## src/rtl/bin_loader.sv

```systemverilog
// ============================================================================
// Module   : bin_loader
// Brief    : Paper-tape BIN-format loader. Assembles 12-bit origin and data
//            words from 8-bit tape frames and writes data words into the
//            4Kx12 main memory. The last data word before the trailer is
//            treated as a checksum and is verified, not stored.
// Revision : 1.0 - initial release
// ============================================================================
`default_nettype none

module bin_loader (
  input  logic        clk,
  input  logic        reset,
  input  logic        start,
  input  logic [7:0]  tape_data,
  input  logic        tape_valid,
  output logic        tape_ready,
  output logic [11:0] ram_addr,
  output logic [11:0] ram_data,
  output logic        ram_we,
  output logic        ram_oe,
  output logic        busy,
  output logic        done,
  output logic        cksum_err
);

  typedef enum logic [2:0] {
    S_IDLE   = 3'd0,
    S_LEADER = 3'd1,
    S_HI     = 3'd2,
    S_LO     = 3'd3,
    S_WRITE  = 3'd4,
    S_DONE   = 3'd5
  } state_t;

  state_t state;
  state_t state_nxt;

  // Loader datapath registers
  logic [11:0] sum;
  logic [11:0] origin;
  logic [5:0]  hi6;
  logic        hi_orig;      // high frame was 01xxxxxx (origin word)
  logic        pend_valid;
  logic [11:0] pend_word;
  logic [11:0] pend_addr;
  logic [11:0] pend_fsum;
  logic        stage_valid;
  logic [11:0] stage_word;
  logic [11:0] stage_fsum;
  logic        cksum_err_r;

  // Frame classification and word assembly
  logic        xfer;
  logic        is_lead;
  logic        is_skip;
  logic        is_orig_hi;
  logic        is_low;
  logic        arm;
  logic [11:0] lo_word;
  logic [11:0] lo_fsum;

  assign xfer       = tape_valid && tape_ready;
  assign is_lead    = (tape_data == 8'h80);
  assign is_skip    = (tape_data[7:6] == 2'b11);   // rubout 0xFF is also 11xxxxxx
  assign is_orig_hi = (tape_data[7:6] == 2'b01);
  assign is_low     = (tape_data[7:6] == 2'b00);
  assign arm        = start && ((state == S_IDLE) || (state == S_DONE));
  assign lo_word    = {hi6, tape_data[5:0]};
  // Frame-byte sum of this word: rebuild the high frame byte from its class bit
  assign lo_fsum    = {4'b0000, 1'b0, hi_orig, hi6} + {6'b000000, tape_data[5:0]};

  assign ram_oe    = 1'b0;
  assign cksum_err = cksum_err_r;

  // State register
  always_ff @(posedge clk) begin
    if (reset) begin
      state <= S_IDLE;
    end else begin
      state <= state_nxt;
    end
  end

  // Next-state and state-decoded outputs
  always_comb begin
    state_nxt  = state;
    tape_ready = 1'b0;
    ram_we     = 1'b0;
    ram_addr   = 12'd0;
    ram_data   = 12'd0;
    busy       = 1'b0;
    done       = 1'b0;
    case (state)
      S_IDLE: begin
        if (start) state_nxt = S_LEADER;
      end
      S_LEADER, S_HI: begin
        tape_ready = 1'b1;
        busy       = 1'b1;
        if (xfer) begin
          if (is_lead) begin
            // Leader frames are skipped; in HI the same frame is the trailer
            if (state == S_HI) state_nxt = S_DONE;
          end else if (is_orig_hi || is_low) begin
            state_nxt = S_LO;
          end
        end
      end
      S_LO: begin
        tape_ready = 1'b1;
        busy       = 1'b1;
        if (xfer) begin
          if (is_low) begin
            // Any completed word flushes an outstanding pending word
            state_nxt = pend_valid ? S_WRITE : S_HI;
          end else if (!is_skip) begin
            state_nxt = S_DONE;              // malformed low frame
          end
        end
      end
      S_WRITE: begin
        busy      = 1'b1;
        ram_we    = 1'b1;
        ram_addr  = pend_addr;
        ram_data  = pend_word;
        state_nxt = S_HI;
      end
      S_DONE: begin
        done = 1'b1;
        if (start) state_nxt = S_LEADER;
      end
      default: state_nxt = S_IDLE;
    endcase
  end

  // Word assembly, pending/staged word pipeline, checksum accumulation
  always_ff @(posedge clk) begin
    if (reset) begin
      sum         <= 12'd0;
      origin      <= 12'd0;
      hi6         <= 6'd0;
      hi_orig     <= 1'b0;
      pend_valid  <= 1'b0;
      pend_word   <= 12'd0;
      pend_addr   <= 12'd0;
      pend_fsum   <= 12'd0;
      stage_valid <= 1'b0;
      stage_word  <= 12'd0;
      stage_fsum  <= 12'd0;
      cksum_err_r <= 1'b0;
    end else begin
      case (state)
        S_IDLE, S_DONE: begin
          if (arm) begin
            sum         <= 12'd0;
            origin      <= 12'd0;
            pend_valid  <= 1'b0;
            stage_valid <= 1'b0;
            cksum_err_r <= 1'b0;
          end
        end
        S_LEADER, S_HI: begin
          if (xfer) begin
            if (is_lead) begin
              // The pending word at the trailer is the checksum
              if (state == S_HI) cksum_err_r <= pend_valid && (pend_word != sum);
            end else if (is_orig_hi || is_low) begin
              hi6     <= tape_data[5:0];
              hi_orig <= is_orig_hi;
            end
          end
        end
        S_LO: begin
          if (xfer) begin
            if (is_low) begin
              if (hi_orig) begin
                sum    <= sum + lo_fsum;
                origin <= lo_word;
              end else if (!pend_valid) begin
                pend_valid <= 1'b1;
                pend_word  <= lo_word;
                pend_addr  <= origin;
                pend_fsum  <= lo_fsum;
                origin     <= origin + 12'd1;
              end else begin
                stage_valid <= 1'b1;
                stage_word  <= lo_word;
                stage_fsum  <= lo_fsum;
              end
            end else if (!is_skip) begin
              cksum_err_r <= 1'b1;
            end
          end
        end
        S_WRITE: begin
          // The word being written is now known not to be the checksum
          sum <= sum + pend_fsum;
          if (stage_valid) begin
            pend_word   <= stage_word;
            pend_fsum   <= stage_fsum;
            pend_addr   <= origin;
            origin      <= origin + 12'd1;
            stage_valid <= 1'b0;
          end else begin
            pend_valid <= 1'b0;
          end
        end
        default: ;
      endcase
    end
  end

endmodule

`default_nettype wire

```

## config.mk

```make
export PLATFORM = sky130hd
export DESIGN_NAME = bin_loader
export DESIGN_NICKNAME = d
export VERILOG_FILES = /design/src/rtl/bin_loader.sv
export SDC_FILE = /design/constraint.sdc
export NUM_CORES = 1
export LEC_CHECK = 0
export ABC_CLOCK_PERIOD_IN_PS = 4460
export CELL_PAD_IN_SITES_DETAIL_PLACEMENT = 2
export CELL_PAD_IN_SITES_GLOBAL_PLACEMENT = 2
export CORE_MARGIN = 2
export CORE_UTILIZATION = 35
export CTS_CLUSTER_DIAMETER = 60
export CTS_CLUSTER_SIZE = 8
export DETAILED_ROUTE_END_ITERATION = 8
export PLACE_DENSITY_LB_ADDON = 0.08
export RECOVER_POWER = 100
export SETUP_SLACK_MARGIN = 0.2
export SLEW_MARGIN = 15
export SYNTH_ARGS = -nofsm -noshare
export SYNTH_HDL_FRONTEND = slang
export SYNTH_SLANG_ARGS = --single-unit
```

## constraint.sdc

```tcl
create_clock -name clk -period 4.46 [get_ports clk]
set_input_delay 0.446 -clock clk [delete_from_list [all_inputs] [get_ports clk]]
set_output_delay 0.446 -clock clk [all_outputs]
set_load 0.05 [all_outputs]
```

==> reports/metrics.cfg, run 1 <==
[outcome]
outcome = finished, violations left
violations = capacitance limit, slew limit

[die]
core_um2 = 14000
die_w_um = 124
initial_utilization = 0.360
io-pin-count = 42
die_area_um2 = 15400
fp.dieH_um = 124
num_rows = 43

[synthesis]
yosysMostFrequentCell = nand2_1
synth_edf_count = 0
syn_area_per_cell_um2 = 7.80
ys_types = 61
synth_common_cells = nand2_1, dfxtp_1, a21oi_1
synth_top_flop_cell = dfxtp_1
synth_area_um2 = 5040
netlist_instances = 646
synth.top_cell.area_share = 0.354
synth_area_leaders = dfxtp_1, nand2_1, a21oi_1, nor2_1, ha_1
ys_warn_count = 0
ys_seq_area_frac = 0.354
async_reset_ff_frac = 0
synth_fp_nets = 676
ys_ff_latch = 89
yosys.area.top_type = dfxtp_1

[timing]
tns_ps = 0
timing.final.ws_setup_ps = 478
finalHoldViolCount = 0
skew_ps = 8.44
slew_viol_final = 94
finalCritPeriodShare = 0.893
rsz0062_at_grt = false
slew_headroom = -0.615
worst_pin_slew_ps = 2420
fmax_ghz = 0.251
setup_viol = 0
min_period_ps = 3980

[placement]
io_buffer_count = 40
gp_congestion = 0.829
dp_cells = 839
dp_hpwl_mm = 12.8
dp_slack_ps = 233

[worst_hold_path]
whs_endpoint = stage_fsum[1]
hold_start = stage_fsum[1]
hp-class = flop to flop
holdPathStages = 2

[drt]
drc = 0
route.vias.total = 4854
first_iter_violations = 264
vias_per_cell = 5.68
dr.pass1.iters = 4
wl_per_cell_um = 21.0
drtAntennaViolNets = 0
routed_wl_mm = 18.0

[cells_and_area]
utilization = 0.422
instances_no_fill = 855
fin_nets = 700
drive_gt1_frac = 0.0519
diodes = 0
syn_to_final_growth_pct = 17.0

[power_and_ir_drop]
powerDensity_nw_per_um2 = 399
power_switching_mw = 0.838
power.internal_mw = 1.51
combPwrFrac = 0.283
seq_power_share = 0.376
peakVddDrop_v = 0.000204
p_leak_nw = 2.24
clkPwrFrac = 0.341
switching_share = 0.356

[setup_path]
cp_slowest_cell = dlygate4sd3_1
r2r_start = state[2]
path_buf_inv = 1
required_ps = 4710
timing_worst_setup_path_type = input pin to flop
worstSetupStartpointType = input pin
crit_start = tape_data[0]
critPathMaxStageDelay_ps = 680
worstPathArrival_ps = 4230
critPathMaxFanout = 6
rrSetupSlack_ps = 640
crit_path_end_kind = flop
rr_endpoint = sum[10]
cp_top_family = simple AND/OR/NAND/NOR gates
path_cells = dlygate4sd3_1 -> ha_1 -> fa_1 -> a211oi_1 -> nor2_1 -> and4b_1 -> nor3_1 -> nand2_1 -> ha_1 -> o21ai_0 -> nor2_1 -> o22ai_1 -> or4_1 -> a21oi_1
worstRegToRegCells = 12

[global_routing]
grt_max_degree = 54
track_usage = 0.245
grt_overflow = 0
antenna_found_initial = 0
grt_pass1_vias = 5041
grt_pass1_wl_mm = 28.5

[clock_tree]
cts_made_buffers = 9
clock-sinks = 89
cts_root_buffer = clkbuf_16
clk_pin_slew_worst_paths_ps = 70
ctsResizeCount = 0
cts-hold-fix-buffers = 0
clk_path_buf_depth = 2
post_cts_buffers = 0
clkLatencyLatePin_ps = 360
cts_tree = yes
h-tree-depth = 3

[flow_run]
maxCapViolCount = 2

## worst reg2reg max path: stages, from the launching register on
cell and delay, ps:
dfxtp_1 310, buf_4 210, or3b_2 620, clkbuf_1 450
and4b_1 370, nor3_1 260, nand2_1 90, ha_1 390
o21ai_0 120, nor2_1 110, o22ai_1 150, or4_1 500
a21oi_1 150
## placed cells by master, fill, tap and decap left out, drive strengths merged, types with 6 or more instances in the layout
master / netlist / routed
a22o: 14 / 14
nor3: 16 / 16
a211oi: 13 / 13
o21ai: 15 / 15
or3: 7 / 7
a311oi: 15 / 15
a22oi: 7 / 7
mux2i: 8 / 8
ha: 16 / 16
o211ai: 6 / 6
xnor2: 8 / 8
xor2: 19 / 19
buf: 18 / 13
nand2: 118 / 118
nand2b: 10 / 10
clkbuf: 25 / 15
dlygate4sd3: 0 / 31
nor4: 6 / 6
inv: 16 / 17
dfxtp: 89 / 89
and2: 25 / 25
clkdlybuf4s50: 0 / 8
nor2: 55 / 55
a21oi: 59 / 59
nand3: 13 / 13
## state kept, by name, indices dropped and copies added, names as in the netlist
| register | flops |
|---|---|
| cksum_err | 1 |
| hi6 | 6 |
| hi_orig | 1 |
| origin | 12 |
| pend_addr | 12 |
| pend_fsum | 8 |
| pend_valid | 1 |
| pend_word | 12 |
| stage_fsum | 8 |
| stage_valid | 1 |
| stage_word | 12 |
| state | 3 |
| sum | 12 |
## how the worst max path moves through the flow
| stage | cells past startpoint | endpoint |
|---|---|---|
| 2_1_floorplan | 16 | sum[10] |
| 3_3_place_gp | 14 | sum[10] |
| 3_5_place_dp | 14 | sum[11] |
| 4_1_cts | 14 | sum[11] |
| 5_1_grt | 14 | sum[11] |
| 6_report | 14 | sum[10] |
## cells by family after synthesis
group	count (synthesis)	share of synthesized area
AND/OR/NAND/NOR	283	0.268
AO/OA/AOI/OAI	161	0.217
flip-flops	89	0.354
buffers and inverters	59	0.0509
XOR/XNOR	27	0.0469
adder cells (fa/ha/maj)	18	0.0477
multiplexers	8	0.0159
other	1	0.000744
## per-layer routing
| metal | vias to the layer above | wire [µm] | track usage |
|---|---|---|---|
| met5 | - | 0 | 0 |
| met4 | 0 | 204 | 0.0751 |
| met3 | 14 | 542 | 0.0275 |
| met2 | 66 | 8820 | 0.405 |
| met1 | 2443 | 8430 | 0.336 |
| li1 | 2331 | - | - |
## per-stage QoR
stage                     hold WS, ps  cell area [µm²]  power (mW)
final                             454             5900        2.35
after global routing              481             5900        2.48
after CTS                         455             5910        2.37
after global placement            434             5600        1.54
after floorplan                   427             5040        1.36
after detailed placement          447             5600        1.57
## cell type report
class	count	area [µm²]
inverters	16	60.1
flip-flops and latches	89	1780
repair buffers	56	517
clock inverters	5	62.6
clock buffers	11	243
multi-input cells	498	3010
fillers	1626	8090
well taps	180	225
## power groups by stage
stage                     Combinational, mW  Clock (mW)  Sequential [mW]
after floorplan                       0.482           0            0.880
after global placement                0.642           0            0.898
after detailed placement              0.670           0            0.900
after CTS                             0.677       0.815            0.883
after global routing                  0.735       0.857            0.890
final                                 0.666       0.802            0.884
(Power assumes the default switching activity.)
==> run 2, diff against run 1 <==
- SLEW_MARGIN: 15 -> unset
==> results of run 2 <==
The final DEF is identical to that of run 1; final timing and power are the same.
